[config.mk]
export PLATFORM = sky130hd
export DESIGN_NAME = aes_round_sequencer
export DESIGN_NICKNAME = d
export VERILOG_FILES = /design/src/rtl/aes_round_sequencer.sv
export SDC_FILE = /design/constraint.sdc
export NUM_CORES = 1
export LEC_CHECK = 0
export ABC_AREA = 1
export BUFFER_PORTS_ARGS = -buffer_cell sky130_fd_sc_hd__buf_2
export CORE_AREA = 2 2 764 766
export CTS_CLUSTER_SIZE = 20
export DETAILED_ROUTE_END_ITERATION = 6
export DIE_AREA = 0 0 766 768
export SETUP_SLACK_MARGIN = 0.5
export SYNTH_ARGS = -nofsm -noshare
export SYNTH_HDL_FRONTEND = slang
export SYNTH_SLANG_ARGS = --single-unit
[constraint.sdc]
create_clock -name clk -period 5 [get_ports clk]
set_input_delay 1 -clock clk [delete_from_list [all_inputs] [get_ports clk]]
set_output_delay 1 -clock clk [all_outputs]
set_load 0.05 [all_outputs]
[src/rtl/aes_round_sequencer.sv]
// aes_round_sequencer: iterative AES-128 controller that applies the initial AddRoundKey,
// issues rounds 1..NR to a shared round datapath and aborts a block on a datapath stall.
module aes_round_sequencer #(
    parameter int NR      = 10,
    parameter int TIMEOUT = 64,
    parameter int TW      = 7
) (
    input  logic                    clk,
    input  logic                    rst,
    input  logic                    i_flush,
    input  logic [128*(NR+1)-1:0]   i_key,
    input  logic [127:0]            i_in_data,
    input  logic                    i_in_valid,
    output logic                    o_in_ready,
    output logic [127:0]            o_dp_state,
    output logic [3:0]              o_dp_round,
    output logic                    o_dp_final,
    output logic                    o_dp_start,
    input  logic [127:0]            i_dp_out,
    input  logic                    i_dp_done,
    output logic [127:0]            o_out_data,
    output logic                    o_out_valid,
    input  logic                    i_out_ready,
    output logic                    o_out_err,
    output logic                    o_busy
);
    typedef enum logic [1:0] {IDLE, ISSUE, WAIT, DONE} state_t;

    state_t        r_state;
    logic [127:0]  r_st;
    logic [3:0]    r_round;
    logic [TW-1:0] r_wd;
    logic          r_err;
    logic          w_timeout;

    assign w_timeout = r_wd == TW'(TIMEOUT - 1);

    always_ff @(posedge clk or posedge rst) begin
        if (rst) begin
            r_state <= IDLE;
            r_st    <= '0;
            r_round <= '0;
            r_wd    <= '0;
            r_err   <= 1'b0;
        end else if (i_flush) begin
            r_state <= IDLE;
            r_round <= '0;
            r_err   <= 1'b0;
        end else begin
            case (r_state)
                IDLE: if (i_in_valid) begin
                    r_st    <= i_in_data ^ i_key[127:0];
                    r_round <= 4'd1;
                    r_err   <= 1'b0;
                    r_state <= ISSUE;
                end
                ISSUE: begin
                    r_wd    <= '0;
                    r_state <= WAIT;
                end
                WAIT: begin
                    r_wd <= r_wd + TW'(1);
                    // a completion arriving on the last watchdog cycle still counts
                    if (i_dp_done) begin
                        r_st <= i_dp_out;
                        if (r_round == 4'(NR)) begin
                            r_state <= DONE;
                        end else begin
                            r_round <= r_round + 4'd1;
                            r_state <= ISSUE;
                        end
                    end else if (w_timeout) begin
                        r_err   <= 1'b1;
                        r_state <= DONE;
                    end
                end
                DONE: if (i_out_ready) r_state <= IDLE;
                default: r_state <= IDLE;
            endcase
        end
    end

    assign o_in_ready  = r_state == IDLE;
    assign o_busy      = r_state != IDLE;
    assign o_dp_start  = r_state == ISSUE;
    assign o_dp_state  = r_st;
    assign o_dp_round  = r_round;
    assign o_dp_final  = r_round == 4'(NR);
    assign o_out_valid = r_state == DONE;
    assign o_out_data  = (r_state == DONE) ? r_st : '0;
    assign o_out_err   = (r_state == DONE) & r_err;
endmodule
## After elaboration in Yosys (flattened, before gate mapping)

Index checks and enable logic that the tools add are counted.
Widths: inputs -> output; s select.

| storage, ports and cells | value |
|---|---|
| logic and storage cells | 56 |
| ROM bits | 0 |
| flip-flop bits (word level) | 142 |
| bits in latches | 0 |
| RAM bits | 0 |
| bits of input ports | 1670 |
| memories kept | 0 |
| output and inout port bits | 266 |

| cells by class | value |
|---|---|
| order comparisons | 0 |
| shift-type cells | 0 |
| mux-type cells | 22 |
| bitwise operators | 3 |
| equal/unequal tests | 14 |
| multipliers | 0 |
| reduce and logical (&&, ||, !) cells | 10 |
| div/mod/pow operators | 0 |
| add/subtract/negate cells | 2 |

Operators with widths:

| kind | count |
|---|---|
| $mux 128 | 3 |
| $pmux 128 s2 | 1 |
| $xor 128x128->128 | 1 |
| $mux 4 | 4 |
| $ne 3x3->1 const B | 5 |
| $pmux 7 s2 | 1 |
| $mux 2 | 6 |
| $reduce_and 4->1 | 3 |
| $pmux 2 s4 | 1 |
| $pmux 4 s2 | 1 |
| $add 7x1->7 const B | 1 |
| $eq 7x6->1 const B | 1 |
| $reduce_bool 2->1 | 3 |
| $add 4x1->4 const B | 1 |
| $eq 2x2->1 const B | 2 |
| $eq 4x4->1 const B | 1 |
| $mux 1 | 4 |
| $ne 2x2->1 const B | 2 |
| $ne 4x4->1 const B | 1 |
| $ne 3x2->1 const B | 1 |
| $reduce_and 3->1 | 1 |
| $reduce_bool 3->1 | 1 |
| $eq 2x1->1 const B | 1 |
| $logic_not 2->1 | 1 |
| other kinds (4) | 4 |

## Longest topological paths before layout

| logic depth | value |
|---|---|
| depth after elaboration | 5 |
| depth in mapped cells | 10 |
| mapped depth without buffers | 9 |

## Worst setup path before layout

Ideal clock, no wire load.

| timing path | value |
|---|---|
| path kind | flip-flop to output port |
| start | register r_state[0] |
| end | output o_out_data[119] |
| setup slack | 2066 ps |
| cell stages (with the launch flop) | 6 |
| data required time | 4000 ps |
| arrival | 1934 ps |
| path through | dfrtp_1 > ha_1 > clkbuf_1 > clkbuf_1 > nand2_1 > inv_1 |

| on the way | value |
|---|---|
| cells in the longest elaborated chain, start to end | 2 |

Ends and longest elaborated chain:

| what | RTL line | RTL |
|---|---|---|
| start, declared | 29 | `state_t r_state;` |
| start signal, assigned | 40 | `r_state <= IDLE;` |
| start signal, assigned | 46 | `r_state <= IDLE;` |
| start signal, assigned | 55 | `r_state <= ISSUE;` |
| $eq 2x2->1 | - |  |
| named net o_out_valid | 22 | `output logic o_out_valid,` |
| $mux 128 | 90 | `assign o_out_data = (r_state == DONE) ? r_st : '0;` |
| end, declared | 21 | `output logic [127:0] o_out_data,` |

The timed path passes the listed nets, and every way through them passes these cells.

## Worst setup path after layout

| timing path | value |
|---|---|
| start | register r_state[0] |
| end | output o_out_data[110] |

| on the way | value |
|---|---|
| cells in the longest elaborated chain, start to end | 2 |

Ends and longest elaborated chain:

| what | RTL line |
|---|---|
| $eq 2x2->1 | 90 |
| $mux 128 | 90 |

Every way passes these cells.

==> summary.md <==
| Metric | Value |
|---|---|
| Status | complete, no violations |
| Power per cell area | slightly below 500 nW/um2 |
| Leading area contributor after synthesis | dfrtp_1 |
| CP Capture Type | primary output |
| Ports | 1936 |
| CP arrival | 2.63 ns |
| CP max-delay cell | dfrtp_1 |
| # setup viols final | 0 |
| CP Launch Point | r_state[0] |
| Worst stage delay on the critical path | roughly 0.48 ns |
| Filler cells | a little under 70000 |
| Worst hold path class | input port to asynchronous set/reset pin |
| Leak Pwr | between 8 and 9 nW |
| Max Root-Sink Buffers | 3 |
| Antenna viol nets, final | 0 |
| Via count | ~12000 |
| Crit. path cell count | 5 |
| Fin crit share | 0.726 |
| Slew @ Worst Pin | just under 0.9 ns |
| Register area share after synthesis | 0.382 |
| Initial antenna violation count | around 40 |
| Clock transition at path regs | 0.09 ns |
| Num rows | 280 |
| Post-DR vias/cell | approximately 1.2 |
| Hold_buf cts | 0 |
| Worst EP required | roughly 4 ns |
| DR WL/cell | about 13 um |
| Synth top area share | 0.382 |
| Detailed Route WL | between 100 and 150 mm |
| Fmax | about 280 MHz |
| Drt initial violations | 419 |
| Share of layout cells above drive strength 1 | 0.335 |
| Reg2Reg Depth | 8 |
| Clock root buffer | clkbuf_16 |
| Port bufs | between 600 and 700 |
| Post-Syn Area per Cell | about 6.3 um2 |
| Resized Gates After CTS | 0 |
| Max_slew headroom | 0.420 |
| Delay-heaviest family, CP | buffers and inverters |
| Critical path class | register to primary output |
| Worst setup SP type | register |
| Crit path cell chain | ha_4 -> buf_4 -> nand2_1 -> inv_1 -> buf_2 |
| Reg2reg start | r_state[0] |
| Max cap viols | 0 |
| #FFs+latches synth | approximately 140 |
| DP HPWL | approximately 120 mm |
| CORE AREA | a little under 600000 um2 |
| Clk sinks | about 140 |
| Min Tclk post-route | roughly 3.6 ns |
| Most frequent cells in the layout | buf_2, nand2_1, inv_1, o21ai_0, dfrtp_1 |
| Vias in the first global route | about 11000 |
| Largest net degree at the start of global routing | ~160 |
| Terminus of the critical flop-to-flop path | o_dp_state[67] |
| Setup Fix Bufs, Post-CTS | 0 |
| DIE AREA | ~590000 um2 |
| Area growth, synth to finish | 146% |
| R2r setup slk | 1.94 ns |
| Top post-synthesis cells by area | dfrtp_1, nand2_1, o21ai_0 |
| H-tree depth | 4 |
| CP Buf/Inv Count | 3 |
| Critical Path End | o_out_data[110] |
| Total GRT Usage | 0.0427 |
| Unique masters post-synth | 24 |
| Num CTS Buffers | 25 |
| Commonest non-fill, non-tap cell in the layout | buf_2 |
| Gate Count Post-Synth | 1485 |
| RSZ-0062 raised after global routing | false |
| Remaining global-route overflow | 0 |
| Post-synth EDFFs | 0 |
| DRC | 0 |
| Final slew viol count | 0 |
| Async S/R FF share, synth | 1.00 |
| Die height | 768 um |
| Clock skew | 0.0398 ns |
| First-pass GRT wire length | around 150 mm |
| Syn. warnings | 0 |
| Ys flop type | dfrtp_1 |
| Starting Density | 0.0160 |
| Worst hold margin | 0.543 ns |
| Syn nets | around 3200 |
| Setup TNS | 0 ns |
| Storage cell area | between 3000 and 4000 um2 |
| Multi-input gate area | between 4000 and 5000 um2 |
| Peak VDD IR | between 300 and 400 uV |
| Clock Latency Late Sink | approximately 0.56 ns |
| Worst-path maximum fanout | 22 |
| TritonCTS clock tree | yes |
| DIE WIDTH | between 700 and 800 um |
| DR pass1 iterations | 5 |
| Total Nets Final | 3787 |
| Syn Std Cell Area | roughly 9300 um2 |
| Final Hold Viols | 0 |
| GP Congestion | between 0.7 and 0.8 |
cell type report:
type	count	area share
Antenna cell	18	0.00197
Clock buffer	30	0.0295
Clock inverter	3	0.00186
Inverter	282	0.0464
Multi-Input combinational cell	989	0.191
Sequential cell	142	0.155
Tap cell	7755	0.424
Timing Repair Buffer	669	0.150
Yosys cell counts (all sizes together) (4+ instances only):
cell type and number:
a21oi 131, ha 8, o21ai 260, nor3 4, clkbuf 27, buf 45, dfrtp 142, inv 282
nor2 17, nand2 549, nand3 10
through the flow:
stage	area, um2	power (mW)	setup slack (ns)	utilization	std cells
6_report	22900	11.4	1.37	0.0395	9888
3_5_place_dp	22100	10.3	1.75	0.0382	9837
4_1_cts	22800	12.1	1.07	0.0394	9870
2_1_floorplan	9300	6.12	2.07	-	1485
3_3_place_gp	22100	10.3	1.79	0.0382	9837
5_1_grt	22900	12.6	1.07	0.0394	9878
cells by family (layout without fill, tap and decap cells):
kind of cell	Yosys count	in the layout	synth area share
adder cells (fa/ha/maj)	8	8	0.0108
buffers and inverters	354	984	0.150
other	0	18	0
AO/OA/AOI/OAI	394	394	0.214
XOR/XNOR	2	2	0.00189
flip-flops	142	142	0.382
AND/OR/NAND/NOR	585	585	0.241
sequential cells by signal (all words and copies together), names as in the netlist:
signal	cells
r_state	2
o_dp_state	128
o_dp_round	4
r_err	1
r_wd	7
per-layer routing:
| layer | share of wire | track usage |
|---|---|---|
| met1 | 0.33 | 0.0405 |
| met2 | 0.49 | 0.0753 |
| met3 | 0.14 | 0.0286 |
| met4 | 0.027 | 0.0109 |
| met5 | 0.00098 | 0 |
power by group:
part           switching (mW)  internal, mW  leakage (nW)
Combinational            5.68          1.26          6.38
Clock                   0.697         0.993         0.350
Sequential               1.05          1.69          1.76
Total                    7.43          3.94          8.49
worst min path at each step:
stage	startpoint	to	slack, ns
floorplan	r_wd[1]	r_wd[1]	0.49
global placement	r_wd[1]	r_wd[1]	0.51
detailed placement	r_wd[1]	r_wd[1]	0.53
CTS	rst	o_dp_state[73]	0.51
global route	r_wd[1]	r_wd[1]	0.56
finish	rst	o_dp_state[73]	0.54
No activity file was read; power rests on OpenSTA's default activity.
